## src/rtl/reset_sequencer_if.sv

```systemverilog
// Handshake bundle between the reset sequencer and its surroundings:
// restart request and per-stage ready in, per-stage resets and status out.
interface reset_sequencer_if #(
  parameter int STAGES = 3
) ();
  logic              req;
  logic [STAGES-1:0] ready;
  logic [STAGES-1:0] rst_out;
  logic              done;
  logic              fault;

  modport master (
    output req,
    output ready,
    input  rst_out,
    input  done,
    input  fault
  );

  modport slave (
    input  req,
    input  ready,
    output rst_out,
    output done,
    output fault
  );
endinterface

```

## src/rtl/reset_sequencer.sv

```systemverilog
// Releases STAGES reset domains in order, with a hold period, an inter-stage
// gap and a bounded wait for each stage's ready; faults on timeout or ready loss.
module reset_sequencer #(
  parameter int STAGES  = 3,
  parameter int HOLD    = 16,
  parameter int GAP     = 8,
  parameter int TIMEOUT = 1024
) (
  input  logic             clk,
  input  logic             rst,
  reset_sequencer_if.slave bus
);

  localparam int MAX_HG = (HOLD > GAP) ? HOLD : GAP;
  localparam int MAX_N  = (MAX_HG > TIMEOUT) ? MAX_HG : TIMEOUT;
  localparam int CNT_W  = $clog2(MAX_N + 1);
  localparam int STG_W  = (STAGES > 1) ? $clog2(STAGES) : 1;

  localparam logic [CNT_W-1:0] HOLD_LAST  = CNT_W'(HOLD - 1);
  localparam logic [CNT_W-1:0] GAP_LAST   = CNT_W'(GAP - 1);
  localparam logic [CNT_W-1:0] TO_LAST    = CNT_W'(TIMEOUT - 1);
  localparam logic [STG_W-1:0] LAST_STAGE = STG_W'(STAGES - 1);

  localparam logic [2:0] ST_HOLD  = 3'd0;
  localparam logic [2:0] ST_GAP   = 3'd1;
  localparam logic [2:0] ST_WAIT  = 3'd2;
  localparam logic [2:0] ST_RUN   = 3'd3;
  localparam logic [2:0] ST_FAULT = 3'd4;

  logic [2:0]        state_q, state_d;
  logic [STG_W-1:0]  stage_q, stage_d;
  logic [CNT_W-1:0]  cnt_q, cnt_d;
  logic [STAGES-1:0] rst_out_q, rst_out_d;
  logic              done_q, done_d;
  logic              fault_q, fault_d;
  logic [STAGES-1:0] released;

  always_comb begin
    state_d = state_q;
    stage_d = stage_q;
    cnt_d   = (cnt_q == '1) ? cnt_q : cnt_q + 1'b1;

    case (state_q)
      ST_HOLD: begin
        if (cnt_q == HOLD_LAST) begin
          state_d = ST_GAP;
          cnt_d   = '0;
        end
      end
      ST_GAP: begin
        if (cnt_q == GAP_LAST) begin
          state_d = ST_WAIT;
          cnt_d   = '0;
        end
      end
      ST_WAIT: begin
        // A ready seen on the last allowed cycle wins over the timeout.
        if (bus.ready[stage_q]) begin
          cnt_d = '0;
          if (stage_q == LAST_STAGE) begin
            state_d = ST_RUN;
          end else begin
            stage_d = stage_q + 1'b1;
            state_d = ST_GAP;
          end
        end else if (cnt_q == TO_LAST) begin
          state_d = ST_FAULT;
          cnt_d   = '0;
        end
      end
      ST_RUN: begin
        if (!(&bus.ready)) begin
          state_d = ST_FAULT;
          cnt_d   = '0;
        end
      end
      ST_FAULT: begin
        state_d = ST_FAULT;
      end
      default: begin
        state_d = ST_FAULT;
        cnt_d   = '0;
      end
    endcase

    if (bus.req) begin
      state_d = ST_HOLD;
      stage_d = '0;
      cnt_d   = '0;
    end
  end

  // Outputs follow the current state one edge later; a restart forces them at once.
  always_comb begin
    released = '0;
    for (int i = 0; i < STAGES; i++) begin
      released[i] = (state_q == ST_RUN) ||
                    ((state_q == ST_GAP)  && (STG_W'(i) <  stage_q)) ||
                    ((state_q == ST_WAIT) && (STG_W'(i) <= stage_q));
    end
    rst_out_d = ~released;
    done_d    = (state_q == ST_RUN);
    fault_d   = (state_q == ST_FAULT);
    if (bus.req) begin
      rst_out_d = '1;
      done_d    = 1'b0;
      fault_d   = 1'b0;
    end
  end

  always_ff @(posedge clk) begin
    if (rst) begin
      state_q   <= ST_HOLD;
      stage_q   <= '0;
      cnt_q     <= '0;
      rst_out_q <= '1;
      done_q    <= 1'b0;
      fault_q   <= 1'b0;
    end else begin
      state_q   <= state_d;
      stage_q   <= stage_d;
      cnt_q     <= cnt_d;
      rst_out_q <= rst_out_d;
      done_q    <= done_d;
      fault_q   <= fault_d;
    end
  end

  assign bus.rst_out = rst_out_q;
  assign bus.done    = done_q;
  assign bus.fault   = fault_q;

endmodule

```

## src/flat_wrapper.sv

```systemverilog
// flat-port wrapper written by rule: the top's interface ports become plain ports
module reset_sequencer_flat 
#(
  parameter int STAGES  = 3,
  parameter int HOLD    = 16,
  parameter int GAP     = 8,
  parameter int TIMEOUT = 1024
)
  (clk, rst, bus_req, bus_ready, bus_rst_out, bus_done, bus_fault);
  reset_sequencer_if #(.STAGES(STAGES)) bus_i ();
  input  logic clk;
  input  logic rst;
  input wire logic [$bits(bus_i.req)-1:0] bus_req;
  input wire logic [$bits(bus_i.ready)-1:0] bus_ready;
  output wire logic [$bits(bus_i.rst_out)-1:0] bus_rst_out;
  output wire logic [$bits(bus_i.done)-1:0] bus_done;
  output wire logic [$bits(bus_i.fault)-1:0] bus_fault;
  assign bus_i.req = bus_req;
  assign bus_i.ready = bus_ready;
  assign bus_rst_out = bus_i.rst_out;
  assign bus_done = bus_i.done;
  assign bus_fault = bus_i.fault;
  reset_sequencer #(.STAGES(STAGES), .HOLD(HOLD), .GAP(GAP), .TIMEOUT(TIMEOUT)) u_core (.clk(clk), .rst(rst), .bus(bus_i));
endmodule
```

## config.mk

```make
export PLATFORM = sky130hd
export DESIGN_NAME = reset_sequencer_flat
export DESIGN_NICKNAME = d
export VERILOG_FILES = /design/src/rtl/reset_sequencer_if.sv /design/src/rtl/reset_sequencer.sv /design/src/flat_wrapper.sv
export SDC_FILE = /design/constraint.sdc
export NUM_CORES = 1
export LEC_CHECK = 0
export ABC_CLOCK_PERIOD_IN_PS = 1900
export CAP_MARGIN = 0
export CORE_UTILIZATION = 40
export CTS_CLUSTER_DIAMETER = 40
export DETAILED_ROUTE_END_ITERATION = 16
export PLACE_DENSITY = 0.6
export RECOVER_POWER = 50
export SLEW_MARGIN = 20
export SYNTH_ARGS = -nofsm -noshare
export SYNTH_HDL_FRONTEND = slang
export SYNTH_SLANG_ARGS = --single-unit
```

## constraint.sdc

```tcl
create_clock -name clk -period 1.9 [get_ports clk]
set_input_delay 0.38 -clock clk [delete_from_list [all_inputs] [get_ports clk]]
set_output_delay 0.38 -clock clk [all_outputs]
set_load 0.1 [all_outputs]
```

# Yosys cells after proc, flatten, opt, wreduce, memory -nomap -nowiden
# Index checks and enable logic that the tools add are counted.
dict set report word_totals {
  ff_bits 21
  inputBits 6
  output_inout_bits 5
  elab_cells 63
}
dict set report op_classes {
  addsub 2
  n_lt_le_gt_ge 7
  n_eq_ne 13
  mux 16
  bitwise 2
  reduce_logical 17
}
# cell n
set op_table {}
lappend op_table {{$mux W11} 6}
lappend op_table {{$pmux W11 S5} 1}
lappend op_table {{$mux W3} 5}
lappend op_table {{$pmux W3 S4} 1}
lappend op_table {{$add A11 B1 Y11 const B} 1}
lappend op_table {{$eq A11 B10 Y1 const B} 1}
lappend op_table {{$eq A11 B11 Y1 const B} 1}
lappend op_table {{$eq A11 B3 Y1 const B} 1}
lappend op_table {{$eq A11 B4 Y1 const B} 1}
lappend op_table {{$eq A3 B2 Y1 const B} 2}
lappend op_table {{$logic_and A1 B1 Y1} 6}
lappend op_table {{$logic_or A1 B1 Y1} 6}
lappend op_table {{$reduce_and A3 Y1} 2}
lappend op_table {{$le A1 B2 Y1 const A} 2}
lappend op_table {{$lt A1 B2 Y1 const A} 2}
lappend op_table {{$ne A2 B1 Y1 const B} 2}
lappend op_table {{$reduce_and A4 Y1} 1}
lappend op_table {{$eq A3 B1 Y1 const B} 1}
lappend op_table {{$eq A3 B3 Y1 const B} 1}
lappend op_table {{$logic_not A3 Y1} 1}
lappend op_table {{$lt A2 B3 Y1 const B} 1}
lappend op_table {{$ne A3 B1 Y1 const B} 1}
lappend op_table {{$not A3 Y3} 1}
lappend op_table {{$add A2 B1 Y2 const B} 1}
lappend op_table {{9 further kinds} 9}

# Logic depth before layout (Yosys ltp)
# Gate-level depths: netlist of run 1.
dict set report logic_depth {
  ltp_word 5
  mapped_depth 6
  mapped_depth_nobuf 6
}

# Least setup slack after synthesis of run 1
# No wires, ideal clock.
dict set report synth_timing {
  path_kind {flip-flop to flip-flop}
  startpoint {register u_core.cnt_q[4]}
  endpoint {register u_core.state_q[0]}
  setup_ps 70
  arrival_ps 2045
  t_required_ps 1830
  setup_slack_ps -215
  stages_incl_launch_ff 7
  n_path_buf 1
  synth_period_minus_slack_ps 2115
  path_cell_list {dfxtp_1 > buf_6 > or4_4 > o41ai_4 > o211ai_4 > a2111o_1 > a21oi_1}
}
dict set report synth_between {
  elab_chain_cells 3
  word_cells_on_any_way 7
  cone_classes {eq/ne (6); reduce/logical (1)}
}
# item line_no
set synth_lines {}
lappend synth_lines {{from (decl)} reset_sequencer.sv:32} ;# logic [CNT_W-1:0] cnt_q, cnt_d;
lappend synth_lines {{from (signal assigned)} reset_sequencer.sv:122} ;# cnt_q <= cnt_d;
lappend synth_lines {{$eq A11 B10 Y1 (tied with other cells)} reset_sequencer.sv:66} ;# end else if (cnt_q == TO_LAST) begin
lappend synth_lines {{$ne A3 B1 Y1 (no line) or $ne A2 B1 Y1 (tied branches)} -}
lappend synth_lines {{$reduce_and A4 Y1 (no line) (*)} -}
lappend synth_lines {{to (signal assigned)} reset_sequencer.sv:120} ;# state_q <= state_d;
lappend synth_lines {{to (decl)} reset_sequencer.sv:30} ;# logic [2:0] state_q, state_d;
# Every way passes the cells marked *; elsewhere a longest branch is shown, timed or not.
# A chain may end at the register's enable or synchronous reset.

# Worst setup path after layout of run 1
# Same ends and word-level chain as after synthesis.

==> flow_metrics.env, run 1 <==
export IMPL_cp_required_ns=2.14
export IMPL_min_to="u_core.cnt_q[1]$_SDFF_PP0_"
export IMPL_outcome="finished clean"
export IMPL_ant_nets=0
export IMPL_hp_class="flop to flop"
export IMPL_utilization=0.5413
export IMPL_tightest_slew_ns=0.5721
export IMPL_syn_nets=143
export IMPL_crit_slowest_cell="or4_4"
export IMPL_die_h_um=54.74
export IMPL_cts_buffer_depth=2
export IMPL_netlist_instances=133
export IMPL_insertion_delay_ns=0.30
export IMPL_start_util=0.4371
export IMPL_gp_congestion=0.7872
export IMPL_cp_start_kind="flop"
export IMPL_total_leakage_power_nw=0.5354
export IMPL_grt_start_max_net_pins=16
export IMPL_r2r_end="u_core.state_q[0]$_SDFFE_PP0P_"
export IMPL_yosysUniqueCellTypes=37
export IMPL_ys_seq_area_frac=0.3780
export IMPL_finalMaxSlewViolations=0
export IMPL_core_rowCount=18
export IMPL_synth_ff_type="dfxtp_1"
export IMPL_setup_viol=0
export IMPL_grt_pass1_wl_mm=3.939
export IMPL_power_density_nw_per_um2=509.1
export IMPL_fin_crit_sh=0.9781
export IMPL_nFillCells=261
export IMPL_r2r_worst_path_cells=5
export IMPL_fin_setup_tns_ns=0
export IMPL_cts_sinks=21
export IMPL_min_from="u_core.cnt_q[1]$_SDFF_PP0_"
export IMPL_fmaxAchievable_mhz=538.1
export IMPL_grt_ovfl_total=0
export IMPL_diodes=0
export IMPL_clk_pin_slew_ns=0.12
export IMPL_grtUsageTotal=0.1843
export IMPL_io_pins=11
export IMPL_routed_wl_mm=2.324
export IMPL_path_class="flop to flop"
export IMPL_cp_arrival_ns=2.10
export IMPL_max_cap_viol_count=0
export IMPL_core_area_um2=2545
export IMPL_nets=171
export IMPL_drtIter0Drc=15
export IMPL_dr_pass1_iters=6
export IMPL_r2r_start="u_core.cnt_q[4]$_SDFF_PP0_"
export IMPL_hold_depth=2
export IMPL_synth_area_um2=1112
export IMPL_crit_path_end_kind="flop"
export IMPL_dr_total_vias=1019
export IMPL_hold_viol_final=0
export IMPL_place_area_um2=1350
export IMPL_first_global_vias=859
export IMPL_syn2layout_area_growth_pct=23.85
export IMPL_dp_hpwl_mm=1.831
export IMPL_cts_made_buffers=3
export IMPL_vdd_drop_max_uv=304.5
export IMPL_postCtsSetupBuffers=0
export IMPL_cts_root_buffer="clkbuf_4"
export IMPL_async_flop_share=0
export IMPL_worstPathMaxFanout=4
export IMPL_drc=0
export IMPL_fin_area_um2=1378
export IMPL_yosysWarnings=0
export IMPL_fin_crit_ns=1.858
export IMPL_die_w_um=54.74
export IMPL_antenna_found_initial=0
export IMPL_rrSetupSlack_ns=0.04
export IMPL_ys_seq_elements=21
export IMPL_viasPerCell=5.363
export IMPL_cts_tree="done"
export IMPL_syn_avg_cell_area_um2=8.363
export IMPL_htreeDepth=1
export IMPL_io_buffer_count=10
export IMPL_crit_chain="or4_4, o41ai_4, o211ai_4, a2111o_1, a21oi_1"
export IMPL_wl_per_cell_um=12.23
export IMPL_synth_edf_count=0
export IMPL_crit_path_max_incr_delay_ns=0.55
export IMPL_dieArea_um2=2996
export IMPL_rsz0062_at_grt="true"
export IMPL_max_slew_margin_rel=0.6157
export IMPL_drive_gt1_frac=0.2375
export IMPL_clock_skew_ns=0.0006302
## worst max-delay path: cells and delay by family (launching register included)
kind | cells | cell delay (ns)
simple gates | 1 | 0.55
flops | 1 | 0.33
compound gates | 4 | 0.92
## power by group
| part | total, W | switching [W] | internal, W |
|---|---|---|---|
| logic | 0.0000395 | 0.0000175 | 0.0000220 |
| clock network | 0.000218 | 0.000139 | 0.0000785 |
| registers | 0.000444 | 0.00000149 | 0.000442 |
| total | 0.000701 | 0.000158 | 0.000543 |
## per-stage QoR
step | hold WS (ns) | power (W) | setup slack [ns] | std cells
after detailed placement | 0.5054 | 0.0004929 | -0.1342 | 186
after global routing | 0.5371 | 0.0007323 | -0.02386 | 190
after global placement | 0.4978 | 0.0004925 | -0.07857 | 186
final | 0.5029 | 0.0007013 | 0.04152 | 190
after floorplan | 0.4603 | 0.0004679 | 0.001034 | 133
after CTS | 0.5245 | 0.0007126 | 0.01740 | 190
## cells in the final DEF (no fill, tap or decap), drive strengths merged
| cell type | Yosys | routed |
|---|---|---|
| buf | 2 | 18 |
| and3 | 2 | 2 |
| o2111ai | 1 | 1 |
| clkbuf | 4 | 9 |
| o21ai | 8 | 8 |
| a21boi | 1 | 1 |
| inv | 6 | 6 |
| clkinv | 0 | 1 |
| ha | 4 | 4 |
| o211ai | 1 | 1 |
| nand2b | 1 | 1 |
| xor2 | 2 | 2 |
| and4 | 2 | 2 |
| nor3 | 4 | 4 |
| a21oi | 6 | 6 |
| clkdlybuf4s50 | 0 | 4 |
| a31oi | 2 | 2 |
| mux2i | 3 | 3 |
| nand4 | 6 | 6 |
| or4 | 2 | 2 |
| nand2 | 12 | 12 |
| or3 | 2 | 2 |
| nor4 | 1 | 1 |
| dfxtp | 21 | 21 |
| o31ai | 1 | 1 |
| xnor2 | 3 | 3 |
| o41ai | 1 | 1 |
| a211o | 1 | 1 |
| or2 | 3 | 3 |
| nand3 | 7 | 7 |
| a311oi | 1 | 1 |
| a2111o | 1 | 1 |
| nor2 | 18 | 18 |
| nand3b | 1 | 1 |
| o21a | 1 | 1 |
| dlygate4sd3 | 0 | 1 |
| a211oi | 2 | 2 |
## cells in the mapped netlist, types with 2 or more instances
| master | n | share of area |
|---|---|---|
| dfxtp_1 | 21 | 0.38 |
| nor2_1 | 18 | 0.061 |
| nand2_1 | 12 | 0.040 |
| nand3_1 | 7 | 0.031 |
| o21ai_0 | 7 | 0.031 |
| a21oi_1 | 6 | 0.027 |
| inv_1 | 6 | 0.020 |
| nand4_1 | 6 | 0.034 |
| clkbuf_1 | 4 | 0.013 |
| ha_1 | 4 | 0.045 |
| nor3_1 | 4 | 0.018 |
| mux2i_1 | 3 | 0.027 |
| or2_2 | 3 | 0.017 |
| xnor2_1 | 3 | 0.024 |
| a211oi_1 | 2 | 0.013 |
| a31oi_1 | 2 | 0.011 |
| and3_1 | 2 | 0.011 |
| and4_1 | 2 | 0.016 |
| or3_1 | 2 | 0.011 |
| xor2_1 | 2 | 0.016 |
## worst max-delay path by stage
stage                     depth (start not counted)  slack, ns                        from                             end
final                                             5       0.04  u_core.cnt_q[4]$_SDFF_PP0_  u_core.state_q[0]$_SDFFE_PP0P_
after global routing                              5      -0.02  u_core.cnt_q[4]$_SDFF_PP0_  u_core.state_q[0]$_SDFFE_PP0P_
after CTS                                         5       0.02  u_core.cnt_q[6]$_SDFF_PP0_  u_core.state_q[0]$_SDFFE_PP0P_
after detailed placement                          7      -0.13                bus_ready[2]      u_core.cnt_q[8]$_SDFF_PP0_
after global placement                            7      -0.08                bus_ready[2]      u_core.cnt_q[8]$_SDFF_PP0_
after floorplan                                   6      0.001  u_core.cnt_q[4]$_SDFF_PP0_      u_core.cnt_q[2]$_SDFF_PP0_
## state kept, by name, indices dropped and copies added (netlist names)
register,flops
u_core.bus.done,1
u_core.bus.rst_out,3
u_core.cnt_q,11
u_core.state_q,3
u_core.stage_q,2
u_core.bus.fault,1
## per-layer routing
layer	global-route usage	vias to the layer above	wire length (um)
li1	-	538	-
met1	0.2802	469	1224
met2	0.2651	10	1035
met3	0.03333	2	54
met4	0.03846	0	9
met5	0	-	0
## logic make-up after synthesis
family          share of synthesized area
mux                               0.02700
xor+xnor                          0.03938
flops                              0.3779
simple gates                       0.2745
compound gates                     0.1890
buf+inv                           0.04723
fa+ha+maj                         0.04500
## area by class of cell
class                      count  area, um2  area share
sequential                    21      422.9      0.3070
multi-input combinational    100      649.4      0.4714
timing repair buffer          29      217.7      0.1580
clock inverter                 1      5.005    0.003633
inverter                       6      22.52     0.01635
clock buffer                   3      22.52     0.01635
tap                           30      37.54     0.02725
## what timing repair did
action                                  4_1_cts  5_1_grt
gates resized for setup                       0        5
hold buffers                                  0        0
endpoints found under the setup margin        0       12
hold endpoints to repair                      0        0
Note: power is estimated with default switching activity, not from simulation.
==> inputs of run 2 (changes only) <==
CTS_CLUSTER_DIAMETER = not set   (was 40)
==> results of run 2 <==
The final DEF is identical to that of run 1; final timing and power are the same.
==> inputs of run 3 (changes only) <==
CELL_PAD_IN_SITES_DETAIL_PLACEMENT = 1   (was not set)
CELL_PAD_IN_SITES_GLOBAL_PLACEMENT = 1   (was not set)
CORE_UTILIZATION = 37   (was 40)
PLACE_DENSITY = 0.71   (was 0.6)
==> run 3 against run 2 <==
Sequential share of layout area rose by 0.37 points; highest routed layer unchanged; register-to-register slack improved by 0.02 ns; sequential cell count did not move; global-route usage rose by 0.42 points; final cell count fell by 0.53%; power rose by 1.3%; core utilization fell by 5.5 points.
==> flow_metrics.env, run 3 (synthesis gave the netlist of run 1 again) <==
export IMPL_r2r_worst_path_cells=5
export IMPL_rsz0062_at_grt="false"
export IMPL_vdd_drop_max_uv=231.8
export IMPL_cp_start_kind="flop"
export IMPL_gp_congestion=0.8120
export IMPL_nets=169
export IMPL_tightest_slew_ns=0.5423
export IMPL_grt_ovfl_total=0
export IMPL_hold_viol_final=0
export IMPL_outcome="finished clean"
export IMPL_drc=0
export IMPL_finalMaxSlewViolations=0
export IMPL_dieArea_um2=3230
export IMPL_cts_buffer_depth=2
export IMPL_swShare=0.2397
export IMPL_rrSetupSlack_ns=0.06
export IMPL_clock_skew_ns=0.006209
export IMPL_top_layer="met4"
export IMPL_nFillCells=362
export IMPL_grt_pass1_wl_mm=4.761
export IMPL_dr_pass1_iters=4
export IMPL_io_buffer_count=10
export IMPL_core_area_um2=2805
export IMPL_power_density_nw_per_um2=520.6
export IMPL_critPathBufInv=0
export IMPL_cts_tree="done"
export IMPL_max_cap_viol_count=0
export IMPL_p_int_w=0.0005404
export IMPL_core_rowCount=19
export IMPL_path_class="flop to flop"
export IMPL_start_util=0.3965
export IMPL_ant_nets=0
export IMPL_met1Wirelength_mm=1.308
export IMPL_power_w=0.0007107
export IMPL_crit_path_end_kind="flop"
export IMPL_r2r_end="u_core.state_q[0]$_SDFFE_PP0P_"
export IMPL_crit_path_max_incr_delay_ns=0.44
export IMPL_ctsHoldBuffers=0
export IMPL_hold_slack_ns=0.5049
export IMPL_final_cell_mix="nor2_1, dfxtp_1, buf_4"
export IMPL_combPwrFrac=0.052
export IMPL_max_slew_margin_rel=0.6400
export IMPL_cp_top_family="compound AO/OA/AOI/OAI gates"
export IMPL_p_sw_w=0.0001703
export IMPL_die_w_um=56.83
export IMPL_crit_slowest_cell="o41ai_4"
export IMPL_fmaxAchievable_mhz=542.9
export IMPL_dr_wl_met2_mm=1.366
export IMPL_wl_per_cell_um=14.45
export IMPL_antenna_found_initial=0
export IMPL_worstPathMaxFanout=4
export IMPL_die_h_um=56.83
export IMPL_seq_power_share=0.625
export IMPL_cp_arrival_ns=2.09
export IMPL_r2r_start="u_core.cnt_q[7]$_SDFF_PP0_"
export IMPL_insertion_delay_ns=0.31
export IMPL_total_leakage_power_nw=0.5232
export IMPL_setup_viol=0
export IMPL_grtUsageTotal=0.1885
export IMPL_cts_sinks=21
export IMPL_postCtsSetupBuffers=0
export IMPL_min_from="u_core.cnt_q[1]$_SDFF_PP0_"
export IMPL_met3RoutedLength_um=37
export IMPL_grt_start_max_net_pins=13
export IMPL_first_global_vias=1036
export IMPL_htreeDepth=1
export IMPL_hp_class="flop to flop"
export IMPL_clk_pin_slew_ns=0.13
export IMPL_top_register="u_core.cnt_q"
export IMPL_fin_crit_ns=1.842
export IMPL_hold_depth=2
export IMPL_cp_required_ns=2.15
export IMPL_clkPwrFrac=0.323
export IMPL_dr_total_vias=1079
export IMPL_diodes=0
export IMPL_cts_made_buffers=3
export IMPL_viasPerCell=5.709
export IMPL_crit_chain="or3_1, o41ai_4, o211ai_4, a2111o_1, a21oi_1"
export IMPL_drtIter0Drc=18
export IMPL_fin_setup_tns_ns=0
export IMPL_fin_crit_sh=0.9694
export IMPL_min_to="u_core.cnt_q[1]$_SDFF_PP0_"
export IMPL_drive_gt1_frac=0.2405
export IMPL_cts_root_buffer="clkbuf_4"
export IMPL_io_pins=11
export IMPL_largest_reg_flops=11
export IMPL_routed_wl_mm=2.731
export IMPL_dp_hpwl_mm=2.090
export IMPL_syn2layout_area_growth_pct=22.72
export IMPL_cts_resized=0
run 3: cell type report:
class	count	area, um2	area share
Clock buffer	3	22.52	0.01650
Inverter	6	22.52	0.01650
Timing Repair Buffer	27	195.2	0.1430
Tap cell	31	38.79	0.02841
Clock inverter	1	5.005	0.003666
Sequential cell	21	424.2	0.3107
Multi-Input combinational cell	100	656.9	0.4812
run 3: how the worst max path moves through the flow:
stage / startpoint / cells after the start / slack (ns) / to
finish: u_core.cnt_q[7]$_SDFF_PP0_ / 5 / 0.06 / u_core.state_q[0]$_SDFFE_PP0P_
global route: u_core.cnt_q[6]$_SDFF_PP0_ / 5 / 0.004 / u_core.state_q[0]$_SDFFE_PP0P_
CTS: u_core.cnt_q[7]$_SDFF_PP0_ / 5 / 0.04 / u_core.state_q[0]$_SDFFE_PP0P_
detailed placement: bus_ready[2] / 7 / -0.14 / u_core.cnt_q[8]$_SDFF_PP0_
global placement: bus_ready[2] / 7 / -0.07 / u_core.cnt_q[8]$_SDFF_PP0_
floorplan: u_core.cnt_q[4]$_SDFF_PP0_ / 6 / 0.001 / u_core.cnt_q[2]$_SDFF_PP0_
run 3: tightest hold or removal path, cell delays in order (launching register included):
cell,delay (ns)
dfxtp_2,0.36
nand3_1,0.06
a21oi_1,0.05
run 3: power groups by stage:
stage | Clock, W | Sequential, W | Combinational, W
2_1_floorplan | 0 | 0.000454 | 0.0000141
3_3_place_gp | 0 | 0.000454 | 0.0000374
3_5_place_dp | 0 | 0.000454 | 0.0000391
4_1_cts | 0.000237 | 0.000444 | 0.0000391
5_1_grt | 0.000257 | 0.000445 | 0.0000408
6_report | 0.000230 | 0.000444 | 0.0000370
run 3: layer usage:
metal  global-route usage  vias to the layer above
met2               0.3146                        8
met4              0.07317                        0
met1               0.2482                      543
li1                     -                      526
met5                    0                        -
met3              0.02074                        2
run 3: metrics by stage:
| step | util | area, um2 | cells | setup slack, ns |
|---|---|---|---|---|
| after floorplan | - | 1112 | 133 | 0.001034 |
| after global placement | 0.4764 | 1336 | 185 | -0.06550 |
| after detailed placement | 0.4764 | 1336 | 185 | -0.1432 |
| after CTS | 0.4862 | 1364 | 189 | 0.03681 |
| after global routing | 0.4866 | 1365 | 189 | 0.003541 |
| final | 0.4866 | 1365 | 189 | 0.05819 |
